===== config.mk =====
export PLATFORM = sky130hd
export DESIGN_NAME = clefia_sbox_arb
export DESIGN_NICKNAME = d
export VERILOG_FILES = /design/src/rtl/clefia_sbox_arb.sv
export SDC_FILE = /design/constraint.sdc
export NUM_CORES = 1
export LEC_CHECK = 0
export CORE_ASPECT_RATIO = 0.7
export CORE_MARGIN = 2
export CORE_UTILIZATION = 30
export DETAILED_ROUTE_END_ITERATION = 12
export GPL_TIMING_DRIVEN = 0
export PLACE_DENSITY = 0.52
export SYNTH_ARGS = -nofsm -noshare
export SYNTH_HDL_FRONTEND = slang
export SYNTH_SLANG_ARGS = --single-unit

===== constraint.sdc =====
create_clock -name clk -period 3.5 [get_ports clk]
set_input_delay 0.525 -clock clk [delete_from_list [all_inputs] [get_ports clk]]
set_output_delay 0.525 -clock clk [all_outputs]
set_load 0.02 [all_outputs]

===== src/rtl/clefia_sbox_arb.sv =====
// -----------------------------------------------------------------------------
// clefia_sbox_arb
//
// Shares one external S0 and one external S1 S-box between two F-function
// requesters: A (data path) and B (key schedule). A granted 32-bit word T
// (byte0 = [31:24] ... byte3 = [7:0]) is substituted in two passes of two
// bytes each, following the CLEFIA F0 or F1 S-box pattern:
//   F0: even bytes -> S0, odd bytes -> S1
//   F1: even bytes -> S1, odd bytes -> S0
// The result is returned on res_word with a one-cycle done pulse.
//
// Handshake (req/gnt/done): a requester raises req with word/ftype stable and
// holds them until it sees its gnt. gnt is a one-cycle registered pulse in the
// first PASS0 cycle; req/word may change from the cycle after gnt. done is a
// one-cycle pulse two cycles after gnt, with res_word valid in that cycle and
// held until the next done. Requests are only sampled in IDLE; when both
// requesters are pending, the one that was not served last wins.
//
// Ports:
//   clk, rst_n          clock (rising edge), asynchronous active-low reset
//   a_req/a_word/a_ftype requester A request, word, pattern (0 = F0, 1 = F1)
//   a_gnt/a_done        requester A grant and result-valid pulses
//   b_req/b_word/b_ftype requester B request, word, pattern
//   b_gnt/b_done        requester B grant and result-valid pulses
//   res_word            substituted word
//   busy                high whenever an operation is in flight
//   s0_in/s0_out        external S0 lookup (s0_out combinational on s0_in)
//   s1_in/s1_out        external S1 lookup (s1_out combinational on s1_in)
//
// Parameter:
//   IDLE_ZERO  1: s0_in/s1_in are 8'h00 outside the two passes
//              0: they hold their last value
// -----------------------------------------------------------------------------
module clefia_sbox_arb #(
   parameter bit IDLE_ZERO = 1'b1
) (
   input  logic        clk,
   input  logic        rst_n,
   input  logic        a_req,
   input  logic [31:0] a_word,
   input  logic        a_ftype,
   output logic        a_gnt,
   output logic        a_done,
   input  logic        b_req,
   input  logic [31:0] b_word,
   input  logic        b_ftype,
   output logic        b_gnt,
   output logic        b_done,
   output logic [31:0] res_word,
   output logic        busy,
   output logic [7:0]  s0_in,
   input  logic [7:0]  s0_out,
   output logic [7:0]  s1_in,
   input  logic [7:0]  s1_out
);

   typedef enum logic [1:0] {
      IDLE  = 2'd0,
      PASS0 = 2'd1,
      PASS1 = 2'd2,
      DONE  = 2'd3
   } state_t;

   state_t      state;
   logic [15:0] low_bytes;   // bytes 2 and 3 of the granted word
   logic        ftype_q;
   logic        owner_b;     // owner of the operation in flight
   logic        last_b;      // 1 when B was served last (reset: B, so A wins first tie)
   logic [15:0] res_hi;      // result bytes 0 and 1 captured in PASS0

   logic        a_win;
   logic        b_win;
   logic [31:0] sel_word;
   logic        sel_ftype;
   logic [7:0]  res_even;
   logic [7:0]  res_odd;

   // Returns {s0_in, s1_in} for an even/odd byte pair under the given pattern.
   function automatic logic [15:0] route(input logic       ftype,
                                         input logic [7:0] even_byte,
                                         input logic [7:0] odd_byte);
      route = ftype ? {odd_byte, even_byte} : {even_byte, odd_byte};
   endfunction

   always_comb begin
      a_win     = a_req & (~b_req | last_b);
      b_win     = b_req & ~a_win;
      sel_word  = a_win ? a_word  : b_word;
      sel_ftype = a_win ? a_ftype : b_ftype;
   end

   // Sbox results for the pair currently on s0_in/s1_in, back in byte order.
   always_comb begin
      res_even = ftype_q ? s1_out : s0_out;
      res_odd  = ftype_q ? s0_out : s1_out;
   end

   always_ff @(posedge clk or negedge rst_n) begin
      if (!rst_n) begin
         state     <= IDLE;
         low_bytes <= '0;
         ftype_q   <= 1'b0;
         owner_b   <= 1'b0;
         last_b    <= 1'b1;
         res_hi    <= '0;
         res_word  <= '0;
         a_gnt     <= 1'b0;
         b_gnt     <= 1'b0;
         a_done    <= 1'b0;
         b_done    <= 1'b0;
         busy      <= 1'b0;
         s0_in     <= 8'h00;
         s1_in     <= 8'h00;
      end else begin
         a_gnt  <= 1'b0;
         b_gnt  <= 1'b0;
         a_done <= 1'b0;
         b_done <= 1'b0;
         case (state)
            IDLE: begin
               if (a_win || b_win) begin
                  low_bytes      <= sel_word[15:0];
                  ftype_q        <= sel_ftype;
                  owner_b        <= b_win;
                  last_b         <= b_win;
                  a_gnt          <= a_win;
                  b_gnt          <= b_win;
                  busy           <= 1'b1;
                  // Bytes 0/1 are presented straight away so PASS0 can capture.
                  {s0_in, s1_in} <= route(sel_ftype, sel_word[31:24], sel_word[23:16]);
                  state          <= PASS0;
               end
            end
            PASS0: begin
               res_hi         <= {res_even, res_odd};
               {s0_in, s1_in} <= route(ftype_q, low_bytes[15:8], low_bytes[7:0]);
               state          <= PASS1;
            end
            PASS1: begin
               res_word <= {res_hi, res_even, res_odd};
               a_done   <= ~owner_b;
               b_done   <= owner_b;
               if (IDLE_ZERO) begin
                  s0_in <= 8'h00;
                  s1_in <= 8'h00;
               end
               state    <= DONE;
            end
            DONE: begin
               busy  <= 1'b0;
               state <= IDLE;
            end
            default: state <= IDLE;
         endcase
      end
   end

endmodule

After elaboration in Yosys (flattened, before gate mapping)
Cells that the tools add are included.
W data, S select, Z words.
{ "word_totals": {"register_bits": 90, "in_bits": 86, "out_inout_bits": 53, "word_cells": 51} }
{ "classes": {"n_eq_ne": 4, "n_mux": 20, "n_bitwise": 6, "reduce_logical": 7} }
{ "op_table": {"columns": ["operator", "n"], "rows": [
  ["$pmux W8 S3", 2],
  ["$mux W16", 2],
  ["$mux W32", 1],
  ["$mux W8", 4],
  ["$mux W1", 8],
  ["$pmux W2 S4", 1],
  ["$reduce_and A2 Y1", 3],
  ["$eq A2 B2 Y1 const B", 2],
  ["$not A1 Y1", 3],
  ["$reduce_bool A3 Y1", 1],
  ["$and A1 B1 Y1", 2],
  ["$eq A2 B1 Y1 const B", 1],
  ["$logic_not A2 Y1", 1],
  ["$mux W2", 1],
  ["$ne A2 B2 Y1 const B", 1],
  ["$pmux W1 S2", 1],
  ["$reduce_bool A2 Y1", 1],
  ["$logic_or A1 B1 Y1", 1],
  ["$or A1 B1 Y1", 1]
]} }

Logic depth before layout (Yosys ltp)
{ "logic_depth": {"ltp_word": 8, "mapped_depth": 8, "depth_no_buf": 6} }

Worst setup path after synthesis
OpenSTA, ideal clock, no wires.
{ "synth_path": {"path_kind": "register -> register", "from": "register state[0]", "to": "register s0_in[0]", "setup_ns": 0.126, "arrival_time_ns": 1.777, "t_required_ns": 3.374, "path_slack_ns": 1.597, "stages_incl_launch_ff": 9, "path_buffers": 2, "period_less_slack_ns": 1.903, "path_cell_list": "dfrtp_1 -> inv_1 -> ha_1 -> buf_4 -> or3b_4 -> o21ai_4 -> buf_4 -> nor3_1 -> a221o_1"} }
{ "synth_via": {"elab_chain_cells": 3, "elab_cells_between_ends": 7, "cone_classes": "3 x eq/ne; 1 x mux; 3 x reduce/logical"} }
{ "synth_lines": {"columns": ["element", "line", "source"], "rows": [
  ["from (decl)", "64", "state_t state;"],
  ["from (signal assigned)", "100", "state <= IDLE;"],
  ["from (signal assigned)", "131", "state <= PASS0;"],
  ["from (signal assigned)", "137", "state <= PASS1;"],
  ["$eq A2 B2 Y1 (tied with other cells)", "119", "case (state)"],
  ["$reduce_bool A3 Y1 (no source line) / $ne A2 B2 Y1 (equally long branches)", null, null],
  ["$reduce_and A2 Y1 (no source line)", null, null],
  ["to (signal assigned)", "130", "{s0_in, s1_in} <= route(sel_ftype, sel_word[31:24], sel_word[23:16]);"],
  ["to (signal assigned)", "136", "{s0_in, s1_in} <= route(ftype_q, low_bytes[15:8], low_bytes[7:0]);"],
  ["to (decl)", "51", "output logic [7:0] s0_in,"]
]} }
Several ways; a longest one is shown, not always the timed one.
A chain may end at the register's enable or synchronous reset.

Worst setup path in the final report
{ "layout_path": {"from": "input b_req", "to": "register s1_in[2]"} }
{ "layout_via": {"elab_chain_cells": 8, "elab_cells_between_ends": 13, "cone_classes": "1 x eq/ne; 5 x mux; 5 x bitwise; 2 x reduce/logical"} }
{ "layout_lines": {"columns": ["element", "line", "source"], "rows": [
  ["from (decl)", "44", "input logic b_req,"],
  ["parallel branches: the longest is 8 deep, another holds $mux W32", null, null],
  ["to (signal assigned)", "130", null],
  ["to (signal assigned)", "136", null],
  ["to (decl)", "53", "output logic [7:0] s1_in,"]
]} }
Several ways; the timed one is not identified. The select of a mux whose other input is x is not followed.

==> reports/metrics.cfg <==
[yosys]
synth_top_family_by_area=multiplexers
seq_area_frac_synth=0.505
avgSynthCellArea_sq_um=11.3
syn_area_sq_um=4460
async_flop_share=1.00
synth.most_common_cell=mux2i_1
synth-compound-area-share=0.110
yosys.area.top_type=dfrtp_1
synth_seq_cells=90
synth_mux_area_frac=0.258
syn_inst=395
synth_edf_count=0
synthXorXnorAreaFrac=0
synth_flop_cell=dfrtp_1
synth_area_leaders=dfrtp_1 (50%), mux2i_1 (22%), mux2_2 (4.0%), a21oi_1 (3.8%), a221o_1 (3.6%)
synth.distinct_cells=26
synthSimpleGateAreaFrac=0.0724
synth.top_cells.by_count=mux2i_1 (97), dfrtp_1 (89), a21oi_1 (34), nor2_1 (33), o21ai_0 (23)
yosys_warnings=0
synth_nets=486
synth_top_cell_area_share=0.500
synth-adder-area-share=0.0140

[die]
start_util=0.305
die_area_sq_um=15900
rows=37
die_w_um=150
die_h_um=106
core_sq_um=14600
ios=139

[final_layout]
area_delta_synth_final_pct=42.8
drive_gt1_frac=0.102
fin_cells=743
layout.nets=634
diodes=0
final_util=0.435

[routing]
wl_per_cell_um=17.8
drcViolationCount=0
drt_iter0_markers=183
drtAntennaViolNets=0
met3_length_um=636
top_layer=met4
dr.pass1.iters=4
vias_per_cell=4.89
via_count=3633
route.layer.met1.wl_um=6870
met2_length_um=5530
routed_wl_um=13200

[run_status]
status=completed

[setup_path]
crit_arrival_ps=2420
critical_path_class=in2reg
critPathMaxFanout=10
cp-start-kind=input port
setup.worst_path.end_class=register
worstPathRequired_ps=3720
r2r_setup_slack_ps=1330
reg2reg_depth=6
crit_chain=clkdlybuf4s50_1 -> inv_1 -> o21a_1 -> buf_4 -> buf_2 -> mux2i_1 -> a221o_1
r2r-end=res_word[10]
critPathMaxStageDelay_ps=530
slowest_stage=clkdlybuf4s50_1
worstReg2RegStart=state[0]

[clock_network]
clock_sinks=90
clockBufferDepth=2
cts_tree=yes
cts_resized=0
cts_max_level=3
clockRootBuffer=clkbuf_16
post_cts_buffers=0
cts_buffers=9
clock_latency_ps=340
cts_hold_buf=0
cts.clk_slew.worst_paths_ps=70

[placed_design]
dpl_worst_slack_ps=1010
post-dp-hpwl_um=10000
port_buffers=136
dp.cells=727
globalplace.congestion=0.808

[global_routing]
grt_first_pass_wirelength_um=21100
grt_pass1_vias=3662
grt_max_degree=50
grt.total_usage=0.174
grt_overflow=0
antenna_found_initial=0

[timing]
hold_viol_final=0
tightest_slew_ps=704
finalClockSkew_ps=7.00
rsz0062_at_grt=false
slew_violations=0
min_period_over_period=0.628
finalCriticalPeriod_ps=2200
max_freq_mhz=455
setup_ws_ps=1300
relSlewSlack=0.531
whs_ps=190
finalSetupViolCount=0

[pwr]
peakVddDrop_uv=333
p_total_mw=5.79
power.leakage_nw=2.77
p_per_area_nw_per_um2=909

[hold_path]
min_path_type=in2async

[job]
cap_viol_max_count=0

[cell type report]
type	instances	area (sq um)
sequential	90	2250
clock buffer	10	239
buffer	31	164
timing repair buffer	137	1390
tap	195	244
multi-input combinational	270	2030
inverter	4	15.0
fill	1428	8260
clock inverter	6	40.0
[kinds of logic after synthesis]
| family | count (synthesis) |
|---|---|
| DFF | 90 |
| AOI/OAI and AO/OA | 78 |
| muxes | 113 |
| adders and majority gates | 5 |
| buffers and inverters | 35 |
| and+or+nand+nor | 74 |
[cell usage in the layout, fill, tap and decap left out, drive strengths merged]
cell type      count
clkinvlp           1
clkbuf            23
buf               20
o311ai             1
nor3              16
a21oi             34
o21a               1
a221o             16
dfrtp             89
o21ai             25
and2               2
clkinv             3
inv                6
clkdlybuf4s50    135
and3               1
a31oi              1
mux2i             97
mux2              16
or3b               1
nor2              34
nand2             19
ha                 5
nor2b              1
dfstp              1
[metal layers]
| metal | vias to the layer above | GRT usage |
|---|---|---|
| li1 | 1716 | - |
| met1 | 1809 | 0.273 |
| met2 | 94 | 0.247 |
| met3 | 14 | 0.0300 |
| met4 | 0 | 0.0398 |
| met5 | - | 0 |
[power by group]
| part | total, mW | internal, mW | leakage [nW] | switching, mW |
|---|---|---|---|---|
| Combinational | 3.01 | 1.36 | 1.58 | 1.65 |
| Clock | 0.927 | 0.503 | 0.139 | 0.424 |
| Sequential | 1.85 | 1.55 | 1.05 | 0.300 |
| Total | 5.79 | 3.41 | 2.77 | 2.37 |
[stage by stage]
stage	setup TNS, ps	cell area, sq um
6_report	0	6370
5_1_grt	0	6370
4_1_cts	0	6370
3_5_place_dp	0	6090
3_3_place_gp	-134300	6060
2_1_floorplan	0	4460
[worst max path at each step]
stage	startpoint	to	slack, ps	depth (start not counted)
CTS	state[0]	res_word[10]	1300	6
detailed placement	b_req	s1_in[3]	1010	7
global placement	rst_n	low_bytes[12]	-1510	1
global route	state[0]	res_word[10]	1150	6
finish	b_req	s1_in[2]	1300	7
floorplan	state[0]	s0_in[0]	1600	8
[flip-flops by register name, summed over array words and instances, names as in the netlist]
name	flops
a_done	1
a_gnt	1
b_done	1
b_gnt	1
busy	1
ftype_q	1
last_b	1
low_bytes	16
owner_b	1
res_hi	16
res_word	32
s0_in	8
s1_in	8
state	2
[critical path, delay by kind of cell]
kind            cells  cell delay (ps)
mux                 1              210
compound gates      2              470
buf+inv             4             1200
No activity file was read; power rests on OpenSTA's default activity.
